==> src/rtl/hub75_pkg.sv <==
// Shared types and constants for the HUB75 framebuffer page-swap logic.
// The frame counter width and its saturating increment live here so the controller and bench agree.
package hub75_pkg;

    typedef enum logic [1:0] {
        IDLE    = 2'd0,
        PENDING = 2'd1,
        FLIP    = 2'd2
    } swap_state_t;

    localparam int MIN_FRAMES_WD = 4;
    localparam int PIXEL_BPP     = 8;

    typedef logic [3*PIXEL_BPP-1:0] pixel_t;

    localparam logic [MIN_FRAMES_WD-1:0] CNT_MAX = '1;

    function automatic logic [MIN_FRAMES_WD-1:0] sat_inc(input logic [MIN_FRAMES_WD-1:0] v);
        return (v == CNT_MAX) ? v : v + 1'b1;
    endfunction

endpackage

==> src/rtl/hub75_page_swap_ctrl_if.sv <==
// Host swap/write, display read and framebuffer memory signals of the page-swap controller.
// slave = controller side, master = host/display/memory side.
interface hub75_page_swap_ctrl_if #(
    parameter int hpixel_p = 64,
    parameter int vpixel_p = 64,
    parameter int bpp_p    = 8
);
    localparam int frame_size_p = hpixel_p * vpixel_p;
    localparam int addr_width_p = $clog2(frame_size_p);

    logic                    i_enable;
    logic [3:0]              i_min_frames;
    logic                    i_swap_req;
    logic                    o_swap_busy;
    logic                    o_swap_ack;
    logic                    i_frame_done;
    logic                    i_wr_valid;
    logic                    o_wr_ready;
    logic [addr_width_p-1:0] i_wr_addr;
    logic [3*bpp_p-1:0]      i_wr_data;
    logic                    o_mem_wr_en;
    logic [addr_width_p:0]   o_mem_wr_addr;
    logic [3*bpp_p-1:0]      o_mem_wr_data;
    logic [addr_width_p-1:0] i_rd_addr;
    logic [addr_width_p:0]   o_mem_rd_addr;
    logic                    o_front_bank;
    logic [3:0]              o_frames_since_swap;

    modport slave (
        input  i_enable, i_min_frames, i_swap_req, i_frame_done,
        input  i_wr_valid, i_wr_addr, i_wr_data, i_rd_addr,
        output o_swap_busy, o_swap_ack, o_wr_ready,
        output o_mem_wr_en, o_mem_wr_addr, o_mem_wr_data, o_mem_rd_addr,
        output o_front_bank, o_frames_since_swap
    );

    modport master (
        output i_enable, i_min_frames, i_swap_req, i_frame_done,
        output i_wr_valid, i_wr_addr, i_wr_data, i_rd_addr,
        input  o_swap_busy, o_swap_ack, o_wr_ready,
        input  o_mem_wr_en, o_mem_wr_addr, o_mem_wr_data, o_mem_rd_addr,
        input  o_front_bank, o_frames_since_swap
    );

endinterface

==> src/rtl/hub75_page_swap_ctrl.sv <==
// Double-buffer controller: host writes land in the back page, the display reads the front page,
// and the pages only trade places on a display frame boundary so a frame is never torn.
module hub75_page_swap_ctrl
    import hub75_pkg::*;
#(
    parameter int hpixel_p = 64,
    parameter int vpixel_p = 64,
    parameter int bpp_p    = 8
) (
    input  logic                   clk,
    input  logic                   rst,
    hub75_page_swap_ctrl_if.slave  bus
);

    localparam int frame_size_p = hpixel_p * vpixel_p;
    localparam int addr_width_p = $clog2(frame_size_p);

    swap_state_t                state_q, state_d;
    logic                       front_q;
    logic [MIN_FRAMES_WD-1:0]   cnt_q;
    logic [MIN_FRAMES_WD-1:0]   cnt_next;
    logic [MIN_FRAMES_WD-1:0]   min_eff;
    logic                       ack_q;
    logic                       wr_en_q;
    logic [addr_width_p:0]      wr_addr_q;
    logic [3*bpp_p-1:0]         wr_data_q;
    logic                       swap_busy;
    logic                       wr_ready;
    logic                       flip;
    logic                       wr_fire;

    always_comb begin
        state_d   = state_q;
        swap_busy = 1'b0;
        wr_ready  = 1'b0;
        flip      = 1'b0;
        min_eff   = (bus.i_min_frames == '0) ? MIN_FRAMES_WD'(1) : bus.i_min_frames;
        cnt_next  = sat_inc(cnt_q);

        // Disabling drops any pending request silently and parks the FSM.
        if (!bus.i_enable) begin
            state_d = IDLE;
        end else begin
            case (state_q)
                IDLE: begin
                    wr_ready = ~rst;
                    if (bus.i_swap_req) state_d = PENDING;
                end
                PENDING: begin
                    swap_busy = ~rst;
                    if (bus.i_frame_done && (cnt_next >= min_eff)) state_d = FLIP;
                end
                FLIP: begin
                    swap_busy = ~rst;
                    flip      = 1'b1;
                    state_d   = IDLE;
                end
                default: state_d = IDLE;
            endcase
        end
    end

    assign wr_fire = bus.i_wr_valid & wr_ready;

    always_ff @(posedge clk) begin
        if (rst) begin
            state_q   <= IDLE;
            front_q   <= 1'b0;
            cnt_q     <= '0;
            ack_q     <= 1'b0;
            wr_en_q   <= 1'b0;
            wr_addr_q <= '0;
            wr_data_q <= '0;
        end else begin
            state_q <= state_d;
            ack_q   <= flip;
            if (flip) front_q <= ~front_q;

            // The flip clears the count even if a frame boundary lands in the same cycle.
            if (flip)                  cnt_q <= '0;
            else if (bus.i_frame_done) cnt_q <= cnt_next;

            wr_en_q <= wr_fire;
            if (wr_fire) begin
                wr_addr_q <= {~front_q, bus.i_wr_addr};
                wr_data_q <= bus.i_wr_data;
            end
        end
    end

    assign bus.o_swap_busy         = swap_busy;
    assign bus.o_swap_ack          = ack_q;
    assign bus.o_wr_ready          = wr_ready;
    assign bus.o_mem_wr_en         = wr_en_q;
    assign bus.o_mem_wr_addr       = wr_addr_q;
    assign bus.o_mem_wr_data       = wr_data_q;
    assign bus.o_mem_rd_addr       = {front_q, bus.i_rd_addr};
    assign bus.o_front_bank        = front_q;
    assign bus.o_frames_since_swap = cnt_q;

endmodule

==> src/flat_wrapper.sv <==
// flat-port wrapper written by rule: the top's interface ports become plain ports
module hub75_page_swap_ctrl_flat import hub75_pkg::*;
#(
    parameter int hpixel_p = 64,
    parameter int vpixel_p = 64,
    parameter int bpp_p    = 8
)
  (clk, rst, bus_i_enable, bus_i_min_frames, bus_i_swap_req, bus_i_frame_done, bus_i_wr_valid, bus_i_wr_addr, bus_i_wr_data, bus_i_rd_addr, bus_o_swap_busy, bus_o_swap_ack, bus_o_wr_ready, bus_o_mem_wr_en, bus_o_mem_wr_addr, bus_o_mem_wr_data, bus_o_mem_rd_addr, bus_o_front_bank, bus_o_frames_since_swap);
  hub75_page_swap_ctrl_if #(.hpixel_p(hpixel_p), .vpixel_p(vpixel_p), .bpp_p(bpp_p)) bus_i ();
  input  logic clk;
  input  logic rst;
  input wire logic [$bits(bus_i.i_enable)-1:0] bus_i_enable;
  input wire logic [$bits(bus_i.i_min_frames)-1:0] bus_i_min_frames;
  input wire logic [$bits(bus_i.i_swap_req)-1:0] bus_i_swap_req;
  input wire logic [$bits(bus_i.i_frame_done)-1:0] bus_i_frame_done;
  input wire logic [$bits(bus_i.i_wr_valid)-1:0] bus_i_wr_valid;
  input wire logic [$bits(bus_i.i_wr_addr)-1:0] bus_i_wr_addr;
  input wire logic [$bits(bus_i.i_wr_data)-1:0] bus_i_wr_data;
  input wire logic [$bits(bus_i.i_rd_addr)-1:0] bus_i_rd_addr;
  output wire logic [$bits(bus_i.o_swap_busy)-1:0] bus_o_swap_busy;
  output wire logic [$bits(bus_i.o_swap_ack)-1:0] bus_o_swap_ack;
  output wire logic [$bits(bus_i.o_wr_ready)-1:0] bus_o_wr_ready;
  output wire logic [$bits(bus_i.o_mem_wr_en)-1:0] bus_o_mem_wr_en;
  output wire logic [$bits(bus_i.o_mem_wr_addr)-1:0] bus_o_mem_wr_addr;
  output wire logic [$bits(bus_i.o_mem_wr_data)-1:0] bus_o_mem_wr_data;
  output wire logic [$bits(bus_i.o_mem_rd_addr)-1:0] bus_o_mem_rd_addr;
  output wire logic [$bits(bus_i.o_front_bank)-1:0] bus_o_front_bank;
  output wire logic [$bits(bus_i.o_frames_since_swap)-1:0] bus_o_frames_since_swap;
  assign bus_i.i_enable = bus_i_enable;
  assign bus_i.i_min_frames = bus_i_min_frames;
  assign bus_i.i_swap_req = bus_i_swap_req;
  assign bus_i.i_frame_done = bus_i_frame_done;
  assign bus_i.i_wr_valid = bus_i_wr_valid;
  assign bus_i.i_wr_addr = bus_i_wr_addr;
  assign bus_i.i_wr_data = bus_i_wr_data;
  assign bus_i.i_rd_addr = bus_i_rd_addr;
  assign bus_o_swap_busy = bus_i.o_swap_busy;
  assign bus_o_swap_ack = bus_i.o_swap_ack;
  assign bus_o_wr_ready = bus_i.o_wr_ready;
  assign bus_o_mem_wr_en = bus_i.o_mem_wr_en;
  assign bus_o_mem_wr_addr = bus_i.o_mem_wr_addr;
  assign bus_o_mem_wr_data = bus_i.o_mem_wr_data;
  assign bus_o_mem_rd_addr = bus_i.o_mem_rd_addr;
  assign bus_o_front_bank = bus_i.o_front_bank;
  assign bus_o_frames_since_swap = bus_i.o_frames_since_swap;
  hub75_page_swap_ctrl #(.hpixel_p(hpixel_p), .vpixel_p(vpixel_p), .bpp_p(bpp_p)) u_core (.clk(clk), .rst(rst), .bus(bus_i));
endmodule
==> config.mk <==
export PLATFORM = sky130hd
export DESIGN_NAME = hub75_page_swap_ctrl_flat
export DESIGN_NICKNAME = d
export VERILOG_FILES = /design/src/rtl/hub75_pkg.sv /design/src/rtl/hub75_page_swap_ctrl_if.sv /design/src/rtl/hub75_page_swap_ctrl.sv /design/src/flat_wrapper.sv
export SDC_FILE = /design/constraint.sdc
export NUM_CORES = 1
export LEC_CHECK = 0
export BUFFER_PORTS_ARGS = -buffer_cell sky130_fd_sc_hd__buf_2
export CORE_UTILIZATION = 44
export CTS_CLUSTER_DIAMETER = 120
export CTS_CLUSTER_SIZE = 16
export DETAILED_ROUTE_END_ITERATION = 12
export HOLD_SLACK_MARGIN = 0.02
export PLACE_DENSITY = 0.82
export RECOVER_POWER = 25
export SLEW_MARGIN = 20
export SYNTH_ARGS = -nofsm -noshare
export SYNTH_HDL_FRONTEND = slang
export SYNTH_SLANG_ARGS = --single-unit
==> constraint.sdc <==
create_clock -name clk -period 2.3 [get_ports clk]
set_input_delay 0.115 -clock clk [delete_from_list [all_inputs] [get_ports clk]]
set_output_delay 0.115 -clock clk [all_outputs]
set_load 0.05 [all_outputs]
==> flow_summary.json <==
{
  "start_kind": "flop",
  "critPathRequiredTime_ns": 2.51,
  "ys_types": 36,
  "syn2layout_area_growth_pct": 20.8,
  "cts.sink_count": 46,
  "synth_area_mm2": 0.00212,
  "p_seq_frac": 0.492,
  "ys.warnings.count": 0,
  "rsz0062_at_grt": "false",
  "vdd_ir_drop_max_mv": 0.330,
  "powerDensity_mw_per_mm2": 667,
  "clk-insertion-delay-late_ns": 0.28,
  "synth_cells": 244,
  "r2r_cells": 8,
  "wl_per_cell_um": 12.0,
  "synthAdderAreaFrac": 0.0589,
  "pwr-share-clk": 0.335,
  "cts_setup_buffers": 0,
  "min_to": "u_core.bus.o_mem_wr_data[13]$_SDFFE_PP0P_",
  "worst-r2r-setup-slack_ns": 0.14,
  "crit_top_cell": "ha_1",
  "post-route-period-util": 0.937,
  "final_layout_size_suffix_gt1_frac": 0.391,
  "status": "completed",
  "synth_enable_flop_cells": 0,
  "wl_met1_mm": 1.96,
  "fill_cells": 437,
  "cts_buffers": 5,
  "hold_buffers": 0,
  "finalSetupViolCount": 0,
  "worstReg2RegStart": "u_core.bus.o_frames_since_swap[0]$_SDFFE_PP0P_",
  "start_util": 0.472,
  "cts_tree": "done",
  "cts_resized": 0,
  "hold_path_class": "in -> reg",
  "nNetsFinal": 389,
  "crit_buf_inv": 0,
  "grt_pass1_wl_mm": 7.29,
  "power.switching_uw": 470,
  "p_leak_nw": 1.14,
  "core_area_mm2": 0.00450,
  "routabilityCongestion": 0.850,
  "r2r_end": "u_core.state_q[1]$_SDFFE_PP0P_",
  "path_delay_family": "adder cells",
  "fin_skew_ns": 0.00264,
  "post-dp-hpwl_mm": 3.22,
  "crit_path_max_fanout": 6,
  "fp.dieH_um": 71.5,
  "max-cap-violations": 0,
  "max_freq_ghz": 0.464,
  "slowest_delay_ns": 0.36,
  "antennaDiodeCount": 0,
  "dr_wl_met2_mm": 2.22,
  "synth_mux_area_frac": 0.0100,
  "vias": 1809,
  "relSlewSlack": 0.597,
  "grt_util_all_layers": 0.177,
  "finalHoldViolCount": 0,
  "synth-seq-cells": 46,
  "fin_setup_tns_ns": 0,
  "critPathCaptureType": "flop",
  "postSynth.asyncResetShare": 0,
  "grt.overflow.total": 0,
  "cp.arrival_ns": 2.36,
  "wl_mm": 4.48,
  "path_class": "reg -> reg",
  "tightest_slew_ns": 0.607,
  "cts_root_buf": "clkbuf_8",
  "synth_top_family_by_area": "simple AND/OR/NAND/NOR gates",
  "port_buffers": 92,
  "synth-simple-area-share": 0.207,
  "synth_compound_area_frac": 0.170,
  "synth-xor-area-share": 0.0124,
  "htreeDepth": 2,
  "min_period_ns": 2.16,
  "p_int_mw": 1.24,
  "postRouteAntennaNets": 0,
  "drt_iter0_drc": 83,
  "grt_start_max_net_pins": 41,
  "cp_slowest_cell": "dfxtp_2",
  "firstDrtPassIters": 4,
  "clk_path_buf_depth": 2,
  "wl_met3_um": 237,
  "finalMaxSlewViolations": 0,
  "ios": 117,
  "synth_flop_cell": "dfxtp_1",
  "syn_area_per_cell_um2": 8.71,
  "pwr-share-comb": 0.173,
  "p_sw_frac": 0.274,
  "rows": 24,
  "power_mw": 1.71,
  "die_width_um": 71.5,
  "routed_via_density": 4.84,
  "syn-num-nets": 312,
  "drc": 0,
  "hp-start": "bus_i_wr_data[13]",
  "antenna_found_initial": 0,
  "die_area_mm2": 0.00511,
  "ys_seq_area_frac": 0.433,
  "routed.top_layer": "met4",
  "grt_pass1_vias": 1672,
  "hold_depth": 3,
  "clk_pin_slew_worst_paths_ns": 0.08,
  "path_cells": "ha_1 > nand3_1 > mux2_2 > ha_1 > o211ai_1 > o211a_1 > nand3b_1 > a21oi_1"
}
metal layers:
layer  global-route usage  vias to the layer above
li1                     -                      928
met1                0.209                      811
met2                0.321                       64
met3               0.0366                        6
met4               0.0610                        0
met5                    0                        -
cells in the mapped netlist (2+ instances only):
cell | n | share of area
a21oi_1 | 20 | 0.047
a21oi_2 | 22 | 0.091
and2_1 | 2 | 0.0059
buf_2 | 5 | 0.012
buf_4 | 15 | 0.053
buf_6 | 2 | 0.011
dfxtp_1 | 46 | 0.43
ha_1 | 10 | 0.059
inv_1 | 7 | 0.012
nand2_1 | 70 | 0.12
nand2_2 | 9 | 0.026
nand2b_1 | 2 | 0.0059
nand3_1 | 2 | 0.0047
nand3b_1 | 2 | 0.0071
nor2_1 | 5 | 0.0088
nor2b_1 | 3 | 0.0088
o21ai_0 | 2 | 0.0047
xor2_1 | 2 | 0.0082
power by group through the flow:
stage	clock, mW	combinational, mW	sequential [mW]
finish	0.574	0.296	0.843
global route	0.626	0.321	0.847
CTS	0.593	0.300	0.843
detailed placement	0	0.300	0.861
global placement	0	0.294	0.859
floorplan	0	0.180	0.953
state kept, by name, summed over array words and instances (netlist names):
register / cells
u_core.bus.o_front_bank: 1
u_core.bus.o_mem_wr_data: 24
u_core.state_q: 2
u_core.bus.o_mem_wr_en: 1
u_core.bus.o_swap_ack: 1
u_core.bus.o_frames_since_swap: 4
u_core.bus.o_mem_wr_addr: 13
worst min-delay path, cell delays in order:
cell and delay (ns):
buf_2 0.09, nand2_1 0.04, a21oi_1 0.05
cell families (layout without fill, tap and decap cells):
kind of cell / count (synthesis) / count (layout)
xor+xnor: 3 / 3
buf+inv: 33 / 111
mux: 2 / 2
flops: 46 / 46
simple gates: 99 / 99
compound gates: 51 / 51
fa+ha+maj: 10 / 10
metrics by stage:
step	utilization	worst slack, ns	instances	instance area [um^2]	hold slack (ns)
after floorplan	-	0.132	244	2130	0.242
after global placement	0.550	0.301	366	2480	0.230
after detailed placement	0.550	0.179	366	2480	0.230
after CTS	0.573	0.165	374	2580	0.0520
after global routing	0.570	0.0472	374	2570	0.0617
final	0.570	0.144	374	2570	0.0621
worst max-delay path by stage:
stage	start	end	slack, ns	depth (start not counted)
3_3_place_gp	u_core.bus.o_frames_since_swap[0]$_SDFFE_PP0P_	u_core.state_q[1]$_SDFFE_PP0P_	0.30	8
6_report	u_core.bus.o_frames_since_swap[0]$_SDFFE_PP0P_	u_core.state_q[1]$_SDFFE_PP0P_	0.14	8
5_1_grt	u_core.bus.o_frames_since_swap[0]$_SDFFE_PP0P_	u_core.state_q[1]$_SDFFE_PP0P_	0.05	8
2_1_floorplan	u_core.bus.o_frames_since_swap[2]$_SDFFE_PP0P_	u_core.state_q[0]$_SDFFE_PP0P_	0.13	7
4_1_cts	u_core.bus.o_frames_since_swap[0]$_SDFFE_PP0P_	u_core.state_q[1]$_SDFFE_PP0P_	0.17	8
3_5_place_dp	u_core.bus.o_frames_since_swap[0]$_SDFFE_PP0P_	u_core.state_q[1]$_SDFFE_PP0P_	0.18	8
placed cells by master, fill, tap and decap left out, types with 3 or more instances in the layout:
cell type,instances
a21oi_2,22
ha_1,10
nand2_2,9
clkbuf_8,5
nand2_1,70
a21oi_1,20
nor2b_1,3
nor2_1,5
inv_1,7
buf_2,79
dfxtp_1,44
clkbuf_1,15
buf_4,3
layout make-up:
cell class | instances | area (um^2) | area share
clock inverters | 1 | 30.0 | 0.0117
repair buffers | 95 | 467 | 0.182
flip-flops and latches | 46 | 923 | 0.360
clock buffers | 7 | 76.3 | 0.0297
inverters | 8 | 30.0 | 0.0117
well taps | 52 | 65.1 | 0.0254
multi-input cells | 165 | 975 | 0.380
No activity file was read; power rests on OpenSTA's default activity.
